## src/rtl/mult_types.sv

```systemverilog
// Shared widths, op/state enums and multiplier signedness codes for the RV32M multiply
// issue stage.
package mult_types;

  localparam int unsigned width_p = 32;

  typedef enum logic [1:0] {OP_MUL, OP_MULH, OP_MULHSU, OP_MULHU} mul_op_e;

  typedef enum logic [2:0] {IDLE, ISSUE, BUSY, RESP, ABORT} mic_state_e;

  localparam logic [2:0] MCODE_LO = 3'b000;
  localparam logic [2:0] MCODE_SS = 3'b001;
  localparam logic [2:0] MCODE_SU = 3'b011;
  localparam logic [2:0] MCODE_UU = 3'b010;

  function automatic mul_op_e decode_op(input logic [2:0] funct3);
    case (funct3)
      3'b001:  return OP_MULH;
      3'b010:  return OP_MULHSU;
      3'b011:  return OP_MULHU;
      default: return OP_MUL;
    endcase
  endfunction

  function automatic logic [2:0] op_code(input mul_op_e op);
    unique case (op)
      OP_MULH:   return MCODE_SS;
      OP_MULHSU: return MCODE_SU;
      OP_MULHU:  return MCODE_UU;
      default:   return MCODE_LO;
    endcase
  endfunction

  function automatic logic [width_p-1:0] sel_half(input logic [2*width_p-1:0] product,
                                                  input logic                 lo);
    return lo ? product[width_p-1:0] : product[2*width_p-1:width_p];
  endfunction

endpackage

```

## src/rtl/mul_issue_ctrl_cache.sv

```systemverilog
// One-entry product cache: stores the last full product tagged by operands and signedness
// code, and returns the requested half on a hit.
module mul_product_cache
  import mult_types::*;
#(
  parameter bit CACHE_EN = 1'b1
) (
  input  logic                   clk_i,
  input  logic                   reset_i,
  input  logic [width_p-1:0]     lk_rs1_i,
  input  logic [width_p-1:0]     lk_rs2_i,
  input  logic [2:0]             lk_code_i,
  output logic                   hit_o,
  output logic [width_p-1:0]     hit_data_o,
  input  logic                   wr_en_i,
  input  logic [width_p-1:0]     wr_rs1_i,
  input  logic [width_p-1:0]     wr_rs2_i,
  input  logic [2:0]             wr_code_i,
  input  logic [2*width_p-1:0]   wr_product_i,
  input  logic                   inv_i
);

  logic                 valid_q;
  logic [width_p-1:0]   tag_rs1_q, tag_rs2_q;
  logic [2:0]           tag_code_q;
  logic [2*width_p-1:0] product_q;
  logic                 lk_lo;

  // The low half is the same for every signedness, so MUL ignores the stored code.
  always_comb begin
    lk_lo      = (lk_code_i == MCODE_LO);
    hit_o      = CACHE_EN && valid_q && (lk_rs1_i == tag_rs1_q) && (lk_rs2_i == tag_rs2_q) &&
                 (lk_lo || (lk_code_i == tag_code_q));
    hit_data_o = sel_half(product_q, lk_lo);
  end

  always_ff @(posedge clk_i or posedge reset_i) begin
    if (reset_i) begin
      valid_q    <= 1'b0;
      tag_rs1_q  <= '0;
      tag_rs2_q  <= '0;
      tag_code_q <= MCODE_LO;
      product_q  <= '0;
    end else if (inv_i) begin
      valid_q <= 1'b0;
    end else if (wr_en_i) begin
      valid_q    <= 1'b1;
      tag_rs1_q  <= wr_rs1_i;
      tag_rs2_q  <= wr_rs2_i;
      tag_code_q <= wr_code_i;
      product_q  <= wr_product_i;
    end
  end

endmodule

```

## src/rtl/mul_issue_ctrl.sv

```systemverilog
// RV32M multiply issue/retire stage between EX and the shift-add multiplier; a MULH*+MUL pair
// on identical operands issues to the multiplier only once.
module mul_issue_ctrl
  import mult_types::*;
#(
  parameter bit CACHE_EN = 1'b1
) (
  input  logic                 clk_i,
  input  logic                 reset_i,
  input  logic                 req_valid_i,
  output logic                 req_ready_o,
  input  logic [2:0]           funct3_i,
  input  logic [width_p-1:0]   rs1_i,
  input  logic [width_p-1:0]   rs2_i,
  input  logic [4:0]           rd_i,
  input  logic                 flush_i,
  output logic                 resp_valid_o,
  input  logic                 resp_ready_i,
  output logic [width_p-1:0]   resp_data_o,
  output logic [4:0]           resp_rd_o,
  output logic                 busy_o,
  output logic                 mul_reset_n_o,
  output logic                 mul_start_o,
  output logic [2:0]           mul_funct3_o,
  output logic [width_p-1:0]   mul_multiplicand_o,
  output logic [width_p-1:0]   mul_multiplier_o,
  input  logic                 mul_ready_i,
  input  logic                 mul_done_i,
  input  logic [2*width_p-1:0] mul_product_i
);

  mic_state_e         state_q;
  mul_op_e            op_q, req_op;
  logic [2:0]         code_q, req_code;
  logic [width_p-1:0] rs1_q, rs2_q, resp_data_q, cache_data;
  logic [4:0]         rd_q;
  logic               accept, cache_hit, cache_wr;

  always_comb begin
    req_op   = decode_op(funct3_i);
    req_code = op_code(req_op);
  end

  assign req_ready_o = (state_q == IDLE);
  assign accept      = req_valid_i & req_ready_o & ~flush_i;
  // A flush in the same cycle as done discards the product entirely.
  assign cache_wr    = (state_q == BUSY) & mul_done_i & ~flush_i;

  mul_product_cache #(
    .CACHE_EN (CACHE_EN)
  ) u_cache (
    .clk_i        (clk_i),
    .reset_i      (reset_i),
    .lk_rs1_i     (rs1_i),
    .lk_rs2_i     (rs2_i),
    .lk_code_i    (req_code),
    .hit_o        (cache_hit),
    .hit_data_o   (cache_data),
    .wr_en_i      (cache_wr),
    .wr_rs1_i     (rs1_q),
    .wr_rs2_i     (rs2_q),
    .wr_code_i    (code_q),
    .wr_product_i (mul_product_i),
    .inv_i        (state_q == ABORT)
  );

  always_ff @(posedge clk_i or posedge reset_i) begin
    if (reset_i) begin
      state_q     <= IDLE;
      op_q        <= OP_MUL;
      code_q      <= MCODE_LO;
      rs1_q       <= '0;
      rs2_q       <= '0;
      rd_q        <= '0;
      resp_data_q <= '0;
    end else begin
      case (state_q)
        IDLE: begin
          if (accept) begin
            op_q   <= req_op;
            code_q <= req_code;
            rs1_q  <= rs1_i;
            rs2_q  <= rs2_i;
            rd_q   <= rd_i;
            if (cache_hit) begin
              resp_data_q <= cache_data;
              state_q     <= RESP;
            end else begin
              state_q <= ISSUE;
            end
          end
        end
        ISSUE: begin
          if (flush_i)          state_q <= IDLE;
          else if (mul_ready_i) state_q <= BUSY;
        end
        BUSY: begin
          if (flush_i) begin
            state_q <= ABORT;
          end else if (mul_done_i) begin
            resp_data_q <= sel_half(mul_product_i, op_q == OP_MUL);
            state_q     <= RESP;
          end
        end
        RESP: begin
          if (flush_i || resp_ready_i) state_q <= IDLE;
        end
        default: state_q <= IDLE;
      endcase
    end
  end

  assign resp_valid_o       = (state_q == RESP);
  assign resp_data_o        = resp_data_q;
  assign resp_rd_o          = rd_q;
  assign busy_o             = (state_q != IDLE);
  assign mul_start_o        = (state_q == ISSUE) & mul_ready_i & ~flush_i;
  assign mul_reset_n_o      = ~reset_i & (state_q != ABORT);
  assign mul_funct3_o       = code_q;
  assign mul_multiplicand_o = rs1_q;
  assign mul_multiplier_o   = rs2_q;

endmodule

```

## config.mk

```make
export PLATFORM = sky130hd
export DESIGN_NAME = mul_issue_ctrl
export DESIGN_NICKNAME = d
export VERILOG_FILES = /design/src/rtl/mult_types.sv /design/src/rtl/mul_issue_ctrl_cache.sv /design/src/rtl/mul_issue_ctrl.sv
export SDC_FILE = /design/constraint.sdc
export NUM_CORES = 1
export LEC_CHECK = 0
export BUFFER_PORTS_ARGS = -buffer_cell sky130_fd_sc_hd__buf_4
export CORE_UTILIZATION = 35
export DETAILED_ROUTE_END_ITERATION = 16
export HOLD_SLACK_MARGIN = 0.08
export PLACE_DENSITY = 0.53
export SLEW_MARGIN = 0
export SYNTH_ARGS = -nofsm -noshare
export SYNTH_HDL_FRONTEND = slang
export SYNTH_SLANG_ARGS = --single-unit
```

## constraint.sdc

```tcl
create_clock -name clk_i -period 23.5 [get_ports clk_i]
set_clock_uncertainty 0.1 [all_clocks]
set_input_delay 3.525 -clock clk_i [delete_from_list [all_inputs] [get_ports clk_i]]
set_output_delay 3.525 -clock clk_i [all_outputs]
set_load 0.02 [all_outputs]
```

== Word-level counts from Yosys, hierarchy flattened ==
Index checks and enable logic that the tools add are counted.

* Bits in registers: 241
* Bits of input ports: 143
* Output and inout bits: 109
* Word-level logic and storage cells: 77

* Equal/unequal tests: 21
* Multiplexer cells: 19
* Bitwise operators: 10
* Reduce and logical (&&, ||, !) cells: 15

{| class="wikitable"
|+ Operators by type and width
! kind !! number
|-
| $mux W32 || 6
|-
| $eq A32 B32 Y1 || 2
|-
| $pmux W32 S2 || 1
|-
| $mux W3 || 6
|-
| $eq A3 B2 Y1 const B || 4
|-
| $pmux W2 S3 || 2
|-
| $pmux W3 S4 || 1
|-
| $ne A3 B3 Y1 const B || 3
|-
| $and A1 B1 Y1 || 7
|-
| $eq A3 B1 Y1 const B || 2
|-
| $logic_not A3 Y1 || 2
|-
| $ne A2 B1 Y1 const B || 3
|-
| $reduce_and A5 Y1 || 1
|-
| $eq A2 B2 Y1 const B || 2
|-
| $ne A2 B2 Y1 const B || 2
|-
| $reduce_and A2 Y1 || 2
|-
| $reduce_and A4 Y1 || 1
|-
| $reduce_bool A2 Y1 || 2
|-
| $eq A2 B3 Y1 || 1
|-
| $eq A3 B3 Y1 const B || 1
|-
| $logic_and A1 B1 Y1 || 3
|-
| $not A1 Y1 || 3
|-
| $reduce_bool A3 Y1 || 1
|-
| $eq A2 B1 Y1 const B || 1
|-
| other kinds (4) || 6
|}

== Depth between registers and ports, before layout ==
* Depth after elaboration: 10
* Gate-level depth with buffers: 9
* Depth with buffers taken out: 7

== Hierarchy ==
A second synthesis with hierarchy kept.

* Cell total of the unflattened synthesis: 860
* Area total of the unflattened synthesis: 10925.5 sq um

{| class="wikitable"
|+ By module, submodules not included
! module !! times used !! cells each !! area each (sq um)
|-
| mul_product_cache || 1 || 448 || 6100.9
|-
| mul_issue_ctrl || 1 || 412 || 4824.6
|}

== Worst setup path after synthesis ==
Ideal clock, no wire load.

* Path kind: input-to-output
* Start point: input flush_i
* End point: output mul_start_o
* Arrival time: 3.993 ns
* Path slack: 15.882 ns
* Stages on the path: 2
* Buffers on the path: 0
* Cells stage by stage: nor2_1 -> and4b_1

* Longest elaborated chain between the ends: 2

{| class="wikitable"
|+ RTL lines
! item !! line !! RTL
|-
| start: declaration || mul_issue_ctrl.sv:16 || <nowiki>input logic flush_i,</nowiki>
|-
| $not A1 Y1 || mul_issue_ctrl.sv:117 || <nowiki>assign mul_start_o = (state_q == ISSUE) & mul_ready_i & ~flush_i;</nowiki>
|-
| $and A1 B1 Y1 || mul_issue_ctrl.sv:117 ||
|-
| end: declaration || mul_issue_ctrl.sv:23 || <nowiki>output logic mul_start_o,</nowiki>
|}

No other way between the ends.

== Final worst setup path ==
Same ends and word-level chain as after synthesis.

==> impl_metrics.yaml <==
setup_path:
  worst-endpoint-arrival_ns: 4.30
  start_kind: "input port"
  critPathKind: "input port to output port"
  critical_path.max_fanout: 8
  worst_setup_path_end_kind: "output port"
  cp.required_ns: 19.88
finish:
  layout_common_cells: "buf_4, dfrtp_1, mux2_2"
  area_growth_pct: 29.5
  final_common_cell: "buf_4"
  final_cells: 1475
  antennaDiodeCount: 0
  multi_input_area_mm2: 0.00447
  drive_gt1_share_pct: 44.4
  nNetsFinal: 1209
  nFillCells: 2811
  seq_area_mm2: 0.00596
logic_synthesis:
  synth_seq_cells: 238
  synthArstFlopShare_pct: 100
  synth_fp_nets: 970
  seq_area_frac_synth_pct: 55.7
  synth_cells: 826
  synth-main-ff-cell: "dfrtp_1"
  syn-cell-area_mm2: 0.0107
  syn_area_per_cell_um2: 12.9
  yosysWarnings: 0
  synth_cell_type_count: 42
  synth_edf_count: 0
placement:
  io_buffers: 250
  dp.cells: 1425
  dp_hpwl_mm: 17.0
  globalplace.congestion: 0.766
detailed_routing:
  ant_nets: 0
  post_drt_wl_per_cell_um: 17.9
  drtIter0Drc: 301
  vias: 7170
  viasPerCell: 4.86
  dr.pass1.iters: 4
  drc_errors: 0
  routed_wl_mm: 26.4
clock_network:
  clk-insertion-delay-late_ns: 0.55
  clk_pin_slew_ns: 0.06
  cts_made_buffers: 28
  clock_path_buffers: 3
  cts-resized-gates: 0
  cts_tree: "done"
  h-tree-depth: 1
  hold_buffers: 0
  cts_root_buf: "clkbuf_16"
  cts_sinks: 238
  postCtsSetupRepairBufs: 0
sta:
  worst_pin_slew_ns: 1.08
  slew_headroom_pct: 27.7
  finalCriticalPeriod_ns: 7.93
  hold_viol_final: 0
  setup_tns_ns: 0
  setup_viol: 0
  maxSlewViolCount: 0
  holdWs_ns: 0.387
  rsz0062_at_grt: "no"
  timing.fmax_mhz: 126
  period_share_pct: 33.7
global_route:
  grt-ovfl-total: 0
  grt_max_degree: 196
  globalRouteTotalUtil_pct: 16.9
  grt_pass1_wl_mm: 41.6
  grt_pass1_vias: 7462
  antenna_found_initial: 2
pwr:
  vdd_ir_drop_max_mv: 0.0665
  powerDensity_mw_per_mm2: 121
  leakage_nw: 6.43
job:
  maxCapViolCount: 0
floorplanning:
  dieArea_mm2: 0.0312
  rows: 63
  ios: 252
  die_w_um: 177
  core_area_mm2: 0.0299
  die_height_um: 177
  initial_core_util_pct: 35.8
status:
  status: "completed"
hold_path:
  worstHoldPathType: "flop to flop"
stage by stage:
| stage | utilization (%) | power (mW) | cell area (µm²) | worst slack, ns |
|---|---|---|---|---|
| 2_1_floorplan | - | 1.03 | 10700 | 13.34 |
| 3_3_place_gp | 43.2 | 1.25 | 12900 | 15.59 |
| 3_5_place_dp | 43.2 | 1.26 | 12900 | 15.58 |
| 4_1_cts | 46.3 | 1.71 | 13800 | 15.58 |
| 5_1_grt | 46.3 | 1.79 | 13800 | 15.51 |
| 6_report | 46.3 | 1.68 | 13800 | 15.57 |
flip-flops by register name (all words and copies together), names as in the netlist:
signal              flops
resp_rd_o               5
op_q                    2
mul_multiplicand_o     32
u_cache.tag_code_q      2
resp_data_o            32
u_cache.tag_rs1_q      32
u_cache.tag_rs2_q      32
u_cache.valid_q         1
state_q                 3
mul_multiplier_o       32
mul_funct3_o            1
u_cache.product_q      64
final cells by class:
type,count,area share [%]
Multi-Input combinational cell,527,32.3
Timing Repair Buffer,259,14.1
Clock buffer,38,5.55
Inverter,11,0.353
Tap cell,390,3.53
Clock inverter,12,1.08
Sequential cell,238,43.0
path summary, 6_finish.rpt:
kind / start / end / slack (ns) / depth (start not counted)
worst max-delay path: flush_i / mul_start_o / 15.57 / 4
worst min-delay path: u_cache.valid_q / u_cache.valid_q / 0.39 / 2
worst max register to register: u_cache.tag_rs2_q[5] / resp_data_o[6] / 20.40 / 7
worst min register to register: u_cache.valid_q / u_cache.valid_q / 0.39 / 2
max in group asynchronous: reset_i / mul_funct3_o[0] / 18.80 / 3
min in group asynchronous: reset_i / mul_multiplier_o[3] / 2.96 / 2
cells by family (layout without fill, tap and decap cells):
logic type / after synthesis / count (layout) / synth area share, %
mux: 260 / 260 / 26.6
flops: 238 / 238 / 55.7
compound gates: 119 / 119 / 5.92
simple gates: 89 / 89 / 4.27
buf+inv: 61 / 320 / 2.61
xor+xnor: 57 / 57 / 4.67
fa+ha+maj: 1 / 1 / 0.117
other cells: 1 / 1 / 0.0351
worst max-delay path: stages:
cell and delay [ns]:
buf_4 0.14, nor2_1 0.27, and4b_1 0.24, buf_4 0.13
where the power goes:
part | switching (mW) | total, mW | internal [mW]
sequential | 0.105 | 0.690 | 0.585
combinational | 0.269 | 0.558 | 0.289
clock | 0.171 | 0.432 | 0.261
routing by layer:
layer / GRT usage, % / vias to the layer above / wire length [µm]
met5: 0 / - / 26
met3: 6.12 / 38 / 2280
li1: - / 3419 / -
met1: 22.0 / 3503 / 11800
met2: 26.8 / 206 / 11800
met4: 3.63 / 4 / 519
synthesized netlist by cell type, types with 2 or more instances:
master,instances,area (µm²)
clkbuf_1,33,124
nand4_1,14,87.6
a21oi_1,66,330
nor2b_1,3,18.8
mux2_1,23,259
o2111ai_1,3,26.3
mux2i_1,64,641
buf_4,2,15.0
nor2_1,7,26.3
nand2_1,42,158
inv_1,10,37.5
xor2_1,2,17.5
buf_1,10,37.5
dfrtp_1,238,5960
buf_8,3,45.0
o22ai_1,2,12.5
nand2b_1,8,50.1
o21ai_0,41,205
nor4_1,4,25.0
nor3_1,2,10.0
nor3b_1,2,15.0
mux2_2,173,1950
xnor2_1,55,482
Note: power is estimated with default switching activity, not from simulation.
